File: src/rtl/elevator_controller_if.sv
// Purpose: signal bundle between the elevator scheduler and its environment.
//   The scalar clock and reset are not part of this bundle.
// Signals:
//   floorReq   requester -> controller  NUM_FLOORS  request pulses/levels, bit i = floor i
//   currentFl  controller -> requester  3           car floor index, feeds displayFloor
//   moving     controller -> requester  1           car is travelling between floors
//   dirUp      controller -> requester  1           current/preferred direction, 1 = up
//   doorOpen   controller -> requester  1           door is open at currentFl
//   pending    controller -> requester  NUM_FLOORS  latched, not yet served requests
//   state_dbg  controller -> requester  2           scheduler state (0 idle, 1 move, 2 door)
// Handshake: there is no valid/ready pair on this bundle. floorReq is sampled
//   on every rising clock edge and is never back-pressured; a request held for
//   several cycles is simply latched again. Every status signal is a registered
//   value that is valid on every cycle.
interface elevator_controller_if #(
   parameter int NUM_FLOORS = 7
);
   logic [NUM_FLOORS-1:0] floorReq;
   logic [2:0]            currentFl;
   logic                  moving;
   logic                  dirUp;
   logic                  doorOpen;
   logic [NUM_FLOORS-1:0] pending;
   logic [1:0]            state_dbg;

   // master: the side that issues floor requests (hall/car panels, bench)
   modport master (
      output floorReq,
      input  currentFl, moving, dirUp, doorOpen, pending, state_dbg
   );

   // slave: the scheduler itself
   modport slave (
      input  floorReq,
      output currentFl, moving, dirUp, doorOpen, pending, state_dbg
   );
endinterface

File: src/rtl/elevator_controller.sv
// Purpose: SCAN-style scheduler for the elevator car. Latches floor requests,
//   keeps travelling in one direction while requests remain ahead, times each
//   one-floor move and the door dwell with one shared down-counter, and reports
//   the car floor for the floor display.
// Ports:
//   clk    in  system clock, rising edge
//   reset  in  asynchronous, active-high; returns car to floor 0, idle, up
//   bus    elevator_controller_if.slave: floorReq in; currentFl, moving,
//          dirUp, doorOpen, pending, state_dbg out (all registered)
module elevator_controller #(
   parameter int NUM_FLOORS    = 7,
   parameter int TRAVEL_CYCLES = 4,
   parameter int DOOR_CYCLES   = 3
) (
   input  logic                 clk,
   input  logic                 reset,
   elevator_controller_if.slave bus
);

   localparam int MAX_CYC = (TRAVEL_CYCLES > DOOR_CYCLES) ? TRAVEL_CYCLES : DOOR_CYCLES;
   localparam int TW      = (MAX_CYC > 1) ? $clog2(MAX_CYC) : 1;
   localparam logic [TW-1:0] TRAVEL_LOAD = TW'(TRAVEL_CYCLES - 1);
   localparam logic [TW-1:0] DOOR_LOAD   = TW'(DOOR_CYCLES - 1);
   localparam logic [2:0]    TOP_FLOOR   = 3'(NUM_FLOORS - 1);

   typedef enum logic [1:0] {
      ST_IDLE = 2'd0,
      ST_MOVE = 2'd1,
      ST_DOOR = 2'd2
   } state_t;

   state_t                state_q, state_d;
   logic [2:0]            cur_fl_q, cur_fl_d;
   logic                  dir_up_q, dir_up_d;
   logic [TW-1:0]         timer_q, timer_d;
   logic [NUM_FLOORS-1:0] pending_q, pending_d;

   logic [NUM_FLOORS-1:0] req_all;
   logic [NUM_FLOORS-1:0] clr;
   logic [NUM_FLOORS-1:0] above_mask, below_mask;
   logic [NUM_FLOORS-1:0] cur_bit, next_bit;
   logic                  any_above, any_below, here_req;
   logic                  arrive_req, door_req;
   logic [2:0]            next_fl;

   // One-hot of a floor index; built with a loop so an index beyond
   // NUM_FLOORS-1 simply selects nothing.
   function automatic logic [NUM_FLOORS-1:0] floor_bit(input logic [2:0] fl);
      logic [NUM_FLOORS-1:0] b;
      b = '0;
      for (int i = 0; i < NUM_FLOORS; i++) begin
         b[i] = (fl == 3'(i));
      end
      return b;
   endfunction

   always_comb begin
      req_all    = pending_q | bus.floorReq;
      above_mask = '0;
      below_mask = '0;
      for (int i = 0; i < NUM_FLOORS; i++) begin
         above_mask[i] = (3'(i) > cur_fl_q);
         below_mask[i] = (3'(i) < cur_fl_q);
      end

      // Floor reached when the running move completes; saturates at the ends.
      next_fl = cur_fl_q;
      if (dir_up_q) begin
         if (cur_fl_q != TOP_FLOOR) next_fl = cur_fl_q + 3'd1;
      end else begin
         if (cur_fl_q != 3'd0) next_fl = cur_fl_q - 3'd1;
      end

      cur_bit  = floor_bit(cur_fl_q);
      next_bit = floor_bit(next_fl);

      // IDLE decides on registered requests only.
      any_above  = |(pending_q & above_mask);
      any_below  = |(pending_q & below_mask);
      here_req   = |(pending_q & cur_bit);
      // On arrival a request arriving this very edge still makes the car stop.
      arrive_req = |(req_all & next_bit);
      // A press for the open floor keeps the door open.
      door_req   = |(bus.floorReq & cur_bit);
   end

   always_comb begin
      state_d  = state_q;
      cur_fl_d = cur_fl_q;
      dir_up_d = dir_up_q;
      timer_d  = timer_q;
      clr      = '0;

      case (state_q)
         ST_IDLE: begin
            if (here_req) begin
               state_d = ST_DOOR;
               clr     = cur_bit;
               timer_d = DOOR_LOAD;
            end else if (any_above && (dir_up_q || !any_below)) begin
               state_d  = ST_MOVE;
               dir_up_d = 1'b1;
               timer_d  = TRAVEL_LOAD;
            end else if (any_below) begin
               state_d  = ST_MOVE;
               dir_up_d = 1'b0;
               timer_d  = TRAVEL_LOAD;
            end
         end

         ST_MOVE: begin
            if (timer_q == '0) begin
               cur_fl_d = next_fl;
               if (arrive_req) begin
                  state_d = ST_DOOR;
                  clr     = next_bit;
                  timer_d = DOOR_LOAD;
               end else begin
                  timer_d = TRAVEL_LOAD;
               end
            end else begin
               timer_d = timer_q - 1'b1;
            end
         end

         ST_DOOR: begin
            // A fresh press wins over the dwell expiring on the same edge.
            if (door_req) begin
               clr     = cur_bit;
               timer_d = DOOR_LOAD;
            end else if (timer_q == '0) begin
               state_d = ST_IDLE;
            end else begin
               timer_d = timer_q - 1'b1;
            end
         end

         default: begin
            state_d = ST_IDLE;
         end
      endcase

      // Clearing the served bit wins over a new press of that same floor.
      pending_d = req_all & ~clr;
   end

   always_ff @(posedge clk or posedge reset) begin
      if (reset) begin
         state_q   <= ST_IDLE;
         cur_fl_q  <= 3'd0;
         dir_up_q  <= 1'b1;
         timer_q   <= '0;
         pending_q <= '0;
      end else begin
         state_q   <= state_d;
         cur_fl_q  <= cur_fl_d;
         dir_up_q  <= dir_up_d;
         timer_q   <= timer_d;
         pending_q <= pending_d;
      end
   end

   assign bus.currentFl = cur_fl_q;
   assign bus.moving    = (state_q == ST_MOVE);
   assign bus.doorOpen  = (state_q == ST_DOOR);
   assign bus.dirUp     = dir_up_q;
   assign bus.pending   = pending_q;
   assign bus.state_dbg = state_q;

endmodule

File: src/flat_wrapper.sv
// flat-port wrapper written by rule: the top's interface ports become plain ports
module elevator_controller_flat 
#(
   parameter int NUM_FLOORS    = 7,
   parameter int TRAVEL_CYCLES = 4,
   parameter int DOOR_CYCLES   = 3
)
  (clk, reset, bus_floorReq, bus_currentFl, bus_moving, bus_dirUp, bus_doorOpen, bus_pending, bus_state_dbg);
  elevator_controller_if #(.NUM_FLOORS(NUM_FLOORS)) bus_i ();
  input  logic clk;
  input  logic reset;
  input wire logic [$bits(bus_i.floorReq)-1:0] bus_floorReq;
  output wire logic [$bits(bus_i.currentFl)-1:0] bus_currentFl;
  output wire logic [$bits(bus_i.moving)-1:0] bus_moving;
  output wire logic [$bits(bus_i.dirUp)-1:0] bus_dirUp;
  output wire logic [$bits(bus_i.doorOpen)-1:0] bus_doorOpen;
  output wire logic [$bits(bus_i.pending)-1:0] bus_pending;
  output wire logic [$bits(bus_i.state_dbg)-1:0] bus_state_dbg;
  assign bus_i.floorReq = bus_floorReq;
  assign bus_currentFl = bus_i.currentFl;
  assign bus_moving = bus_i.moving;
  assign bus_dirUp = bus_i.dirUp;
  assign bus_doorOpen = bus_i.doorOpen;
  assign bus_pending = bus_i.pending;
  assign bus_state_dbg = bus_i.state_dbg;
  elevator_controller #(.NUM_FLOORS(NUM_FLOORS), .TRAVEL_CYCLES(TRAVEL_CYCLES), .DOOR_CYCLES(DOOR_CYCLES)) u_core (.clk(clk), .reset(reset), .bus(bus_i));
endmodule
File: config.mk
export PLATFORM = sky130hd
export DESIGN_NAME = elevator_controller_flat
export DESIGN_NICKNAME = d
export VERILOG_FILES = /design/src/rtl/elevator_controller_if.sv /design/src/rtl/elevator_controller.sv /design/src/flat_wrapper.sv
export SDC_FILE = /design/constraint.sdc
export NUM_CORES = 1
export LEC_CHECK = 0
export CAP_MARGIN = 20
export CELL_PAD_IN_SITES_DETAIL_PLACEMENT = 0
export CELL_PAD_IN_SITES_GLOBAL_PLACEMENT = 1
export CORE_AREA = 2 2 60 62
export DETAILED_ROUTE_END_ITERATION = 12
export DIE_AREA = 0 0 62 64
export PLACE_DENSITY = 0.87
export SYNTH_ARGS = -nofsm -noshare
export SYNTH_HDL_FRONTEND = slang
export SYNTH_SLANG_ARGS = --single-unit
File: constraint.sdc
create_clock -name clk -period 7.9 [get_ports clk]
set_input_delay 1.58 -clock clk [delete_from_list [all_inputs] [get_ports clk]]
set_output_delay 1.58 -clock clk [all_outputs]
set_load 0.02 [all_outputs]
==> results of run 1 <==
[final timing paths]
kind,start,to
max reg2reg,u_core.bus.currentFl[0],u_core.bus.state_dbg[0]
min reg2reg,u_core.timer_q[0],u_core.timer_q[0]
max in group asynchronous,reset,u_core.bus.pending[3]
min,u_core.timer_q[0],u_core.timer_q[0]
min in group asynchronous,reset,u_core.timer_q[0]
max,u_core.bus.currentFl[0],u_core.bus.state_dbg[0]
[cell usage in the layout (no fill, tap or decap), drive strengths merged, types with 3 or more instances in the layout]
master         Yosys  routed
a31oi              7       7
nor2b              4       4
o21ai             11      11
nor2              12      12
inv               10      10
a21oi              7       7
nand3b             4       4
nand2b             4       4
nand3              3       3
nand2             12      12
a211oi             3       3
dfrtp             14      14
ha                11      11
a22oi              5       5
mux2i              4       4
nor3               4       4
clkbuf             1       3
clkdlybuf4s50      0      23
[report_power, final]
part / switching (uW) / internal, uW / total, uW
combinational: 271 / 219 / 491
sequential: 70.7 / 105 / 176
clock: 27.6 / 18.9 / 46.4
[through the flow]
stage                     hold WS (ns)  worst slack, ns  util, %  std cells
after floorplan                  0.456             4.86        -        158
after global placement           0.472             4.29     49.4        219
after detailed placement         0.500             4.20     49.4        219
after CTS                        0.525             4.32     50.3        223
after global routing             0.586             3.97     50.3        223
final                            0.517             4.28     50.3        223
[logic make-up after synthesis]
group                    count (synthesis)  share of synthesized area, %
multiplexers                             6                          5.59
adder cells (fa/ha/maj)                 11                          9.92
buffers and inverters                   18                          6.40
flip-flops                              15                          27.1
AO/OA/AOI/OAI                           54                          28.0
XOR/XNOR                                 2                          2.62
AND/OR/NAND/NOR                         52                          20.4
[final cells by class]
cell class / instances / area [um2]
Clock buffer: 3 / 22.5
Multi-Input combinational cell: 125 / 922
Tap cell: 46 / 57.6
Fill cell: 321 / 1630
Clock inverter: 1 / 5.00
Timing Repair Buffer: 23 / 230
Sequential cell: 15 / 377
Inverter: 10 / 37.5
[critical path: cells and delay by family (launching register included)]
family / cells / cell delay [ns]
buffers and inverters: 1 / 0.25
AND/OR/NAND/NOR: 1 / 0.13
multiplexers: 2 / 0.46
adder cells (fa/ha/maj): 1 / 0.42
AO/OA/AOI/OAI: 4 / 1.49
flip-flops: 1 / 0.74
[registers in the layout, summed over array words and instances, names as in the netlist]
register / cells
u_core.bus.pending: 7
u_core.bus.currentFl: 3
u_core.bus.state_dbg: 2
u_core.timer_q: 2
u_core.bus.dirUp: 1
[layer usage]
metal | GRT usage (%) | vias to the layer above
met5 | 0 | -
met4 | 4.79 | 0
met3 | 2.83 | 5
met2 | 32.8 | 56
met1 | 29.6 | 656
li1 | - | 638
==> impl_metrics.tcl, run 1 <==
set metrics [dict create \
    outcome "finished, final reports clean" \
    synth_ff_type "dfrtp_1" \
    synth-seq-cells 15 \
    grt_first_pass_wirelength_um 6190 \
    fin_crit_sh_pct 45.8 \
    pwr_density_cell_mw_per_mm2 431 \
    synth.distinct_cells 53 \
    cts_buffers 3 \
    cts_repair_resize_count 0 \
    drc_errors 0 \
    met2_length_um 1790 \
    ys_warn_count 0 \
    grt-ovfl-total 0 \
    routedWlPerCell_um 16.5 \
    design.die.area_mm2 0.00397 \
    clk_latency_ns 0.30 \
    power.total_uw 712 \
    clock.fmax_ghz 0.276 \
    fin_nets 198 \
    finClkSkew_ns 0.00710 \
    worstPathRequired_ns 8.09 \
    route.met3.wl_um 271 \
    ir_worst_vdd_mv 0.163 \
    r2r_cells 9 \
    root_buffer "clkbuf_4" \
    grt_pass1_vias 1253 \
    io_buffer_count 23 \
    initial_utilization_pct 42.2 \
    rsz0062_at_grt "no" \
    holdBufCountCts 0 \
    min_path_type "reg -> reg" \
    cts_tree "done" \
    holdPathStages 2 \
    antenna_left 0 \
    die_y_um 64 \
    slowest_stage "a211oi_2" \
    dpl_cell_area_mm2 0.00162 \
    ctsHtreeMaxLevel 1 \
    crit_path_end_kind "flop" \
    ios 24 \
    dr.pass1.iters 4 \
    max_slew.worst_pin.slew_ns 0.932 \
    vias 1355 \
    p_leak_uw 0.000642 \
    final-max-slew-violation-count 0 \
    fp.coreArea_mm2 0.00328 \
    gp_congestion 0.882 \
    fp-row-count 21 \
    syn-cell-area_mm2 0.00139 \
    netlist_instances 158 \
    synth_common_cells "dfrtp_1, nand2_1, nor2_1, ha_1, inv_1" \
    yosysMostFrequentCell "dfrtp_1" \
    slew_headroom_pct 37.8 \
    place_hpwl_um 2700 \
    dieWidth_um 62 \
    ys_seq_area_share_pct 27.1 \
    drv_cap 0 \
    post_cts_buffers 0 \
    clock_path_buffers 2 \
    synth_edf_count 0 \
    drive_gt1_share_pct 7.91 \
    avgSynthCellArea_um2 8.78 \
    yosys.area.top_type "dfrtp_1" \
    finalInstanceArea_mm2 0.00165 \
    layout_min_cycle_time_ns 3.62 \
    clock_sinks 15 \
    path_clk_slew_ns 0.10 \
    grt_max_degree 23 \
    yosysTopAreaCellShare_pct 25.2 \
    drt-initial-drc-count 86 \
    cp_cell_sequence "inv_1 -> ha_1 -> nand3_1 -> o21ai_0 -> a211oi_2 -> mux2i_1 -> a22oi_1 -> a31o_1 -> mux2_4" \
    hold_violations 0 \
    arrival_ns 3.81 \
    synth_area_leaders "dfrtp_1, ha_1, nand2_1" \
    grt_antenna_before_repair 0 \
    area_growth_pct 19.0 \
    highest_layer "met4" \
    drt-total-wl_um 3690 \
    critPathMaxFanout 16 \
    diodes 0 \
    rrSetupSlack_ns 4.28 \
    fin_setup_tns_ns 0 \
    crit_path_start_kind "flop" \
    async_reset_ff_share_pct 100 \
    wl_met1_um 1590 \
    syn_nets 178 \
    setup_violations 0 \
    crit_type "reg -> reg" \
    track_usage_pct 20.8 \
    routed_via_density 6.08 \
    slowest_delay_ns 0.81 \
]
Power figures use the tool's default switching activity.
==> run 2, diff against run 1 <==
--- a/config.mk
+++ b/config.mk
@@ -8,10 +8,10 @@
 export CAP_MARGIN = 20
 export CELL_PAD_IN_SITES_DETAIL_PLACEMENT = 0
 export CELL_PAD_IN_SITES_GLOBAL_PLACEMENT = 1
-export CORE_AREA = 2 2 60 62
+export CORE_AREA = 2 2 66 68
 export DETAILED_ROUTE_END_ITERATION = 12
-export DIE_AREA = 0 0 62 64
-export PLACE_DENSITY = 0.87
+export DIE_AREA = 0 0 68 70
+export PLACE_DENSITY = 0.76
 export SYNTH_ARGS = -nofsm -noshare
 export SYNTH_HDL_FRONTEND = slang
 export SYNTH_SLANG_ARGS = --single-unit
==> constraint.sdc (replaced) <==
create_clock -name clk -period 2.95 [get_ports clk]
set_input_delay 0.59 -clock clk [delete_from_list [all_inputs] [get_ports clk]]
set_output_delay 0.59 -clock clk [all_outputs]
set_load 0.02 [all_outputs]
==> impl_metrics.tcl, run 2 (same netlist as run 1, synthesis figures left out) <==
set metrics [dict create \
    outcome "finished, final reports clean" \
    design.die.area_mm2 0.00476 \
    post_cts_buffers 0 \
    path_clk_slew_ns 0.06 \
    final_cell_mix "clkdlybuf4s50_1, dfrtp_1, nand2_1, nor2_1, ha_1" \
    grt_max_degree 17 \
    p_sw_share_pct 49.7 \
    place_hpwl_um 2960 \
    clock_sinks 15 \
    drc_errors 0 \
    antenna_left 0 \
    slowest_stage "dfrtp_1" \
    track_usage_pct 17.5 \
    crit_path_start_kind "flop" \
    max_slew.worst_pin.slew_ns 0.603 \
    ios 24 \
    clock_power_share_pct 8.5 \
    final-max-slew-violation-count 0 \
    holdBufCountCts 0 \
    die_y_um 70 \
    ctsHtreeMaxLevel 1 \
    p_leak_uw 0.000678 \
    initial_utilization_pct 33.5 \
    critPathMaxFanout 9 \
    area_growth_pct 24.1 \
    fin_util_pct 41.5 \
    setup_violations 0 \
    largest_register_ffs 7 \
    min_path_type "reg -> reg" \
    vias 1351 \
    ir_worst_vdd_mv 0.505 \
    routed_via_density 5.75 \
    hold_violations 0 \
    drive_gt1_share_pct 10.4 \
    clock.fmax_ghz 0.366 \
    crit_path_end_kind "flop" \
    fin_nets 204 \
    arrival_ns 2.87 \
    cts_buffers 3 \
    drt-total-wl_um 3840 \
    crit_type "reg -> reg" \
    p_comb_share_pct 71.6 \
    routedWlPerCell_um 16.4 \
    final_common_cell "clkdlybuf4s50_1" \
    pwr_density_cell_mw_per_mm2 1180 \
    fp-row-count 24 \
    dr.pass1.iters 4 \
    diodes 0 \
    root_buffer "clkbuf_8" \
    grt_antenna_before_repair 0 \
    io_buffer_count 23 \
    slew_headroom_pct 59.8 \
    gp_congestion 0.820 \
    fp.coreArea_mm2 0.00414 \
    worstPathRequired_ns 3.09 \
    grt_pass1_vias 1287 \
    cts_repair_resize_count 0 \
    finClkSkew_ns 0.00513 \
    cp_cell_sequence "inv_1 -> ha_1 -> buf_4 -> a222oi_1 -> mux2i_1 -> a21oi_1 -> nand2b_1 -> o211ai_1 -> a31o_1 -> mux2_4" \
    pwr-share-seq_pct 19.9 \
    fin_crit_sh_pct 92.6 \
    grt-ovfl-total 0 \
    p_int_uw 1020 \
    rsz0062_at_grt "no" \
    layout_min_cycle_time_ns 2.73 \
    switching_power_uw 1010 \
    holdWs_ns 0.499 \
    grt_first_pass_wirelength_um 6270 \
    drv_cap 0 \
    crit_family "compound AO/OA/AOI/OAI gates" \
    drt-initial-drc-count 112 \
    dieWidth_um 68 \
    cts_tree "done" \
    clk_latency_ns 0.25 \
    fin_setup_tns_ns 0 \
    cp.buffers_inverters 2 \
    slowest_delay_ns 0.40 \
    clock_path_buffers 2 \
]
-- run 2: cell types whose count changed in the layout (fill, tap and decap cells not counted) --
cell      before  now
buf_4          0    6
clkbuf_4       3    0
clkbuf_8       0    3
clkbuf_1       0    1
clkinv_2       1    0
-- run 2: worst register-to-register path, delay by kind of cell, from the launching register on --
kind	cells	cell delay, ns
compound gates	4	1.03
fa+ha+maj	1	0.25
mux	2	0.41
buf+inv	2	0.33
simple gates	1	0.20
flops	1	0.40
-- run 2: area by class of cell --
class / instances / area (um2)
tap: 52 / 65.1
inverter: 10 / 37.5
fill: 422 / 2420
timing repair buffer: 29 / 275
sequential: 15 / 377
multi-input combinational: 125 / 922
clock buffer: 4 / 45.0
-- run 2: metal layers --
layer	GRT usage, %	vias to the layer above	share of wire (%)
li1	-	647	-
met1	24.2	645	45
met2	25.7	49	46
met3	2.90	10	5.3
met4	9.56	0	3.4
met5	0	-	0
-- run 2: final timing paths --
path,to,start,depth (start not counted),slack (ns)
worst max-delay path,u_core.bus.state_dbg[0],u_core.bus.currentFl[0],10,0.22
worst min-delay path,u_core.timer_q[1],u_core.timer_q[1],2,0.50
worst max register to register,u_core.bus.state_dbg[0],u_core.bus.currentFl[0],10,0.22
worst min register to register,u_core.timer_q[1],u_core.timer_q[1],2,0.50
max in group asynchronous,u_core.timer_q[1],reset,2,1.85
min in group asynchronous,u_core.bus.currentFl[2],reset,2,0.70
-- run 2: power groups by stage --
stage | clock [uW] | combinational, uW | sequential, uW
after floorplan | 0 | 966 | 441
after global placement | 0 | 1420 | 395
after detailed placement | 0 | 1440 | 404
after CTS | 176 | 1440 | 401
after global routing | 183 | 1570 | 419
final | 172 | 1450 | 403
-- run 2: through the flow --
stage               worst slack (ns)  total power, uW  instances  cell area [um2]
floorplan                     0.0601             1410        158             1390
global placement               0.175             1820        231             1680
detailed placement             0.110             1840        231             1680
CTS                            0.243             2020        235             1720
global route                  0.0520             2180        235             1720
finish                         0.218             2030        235             1720
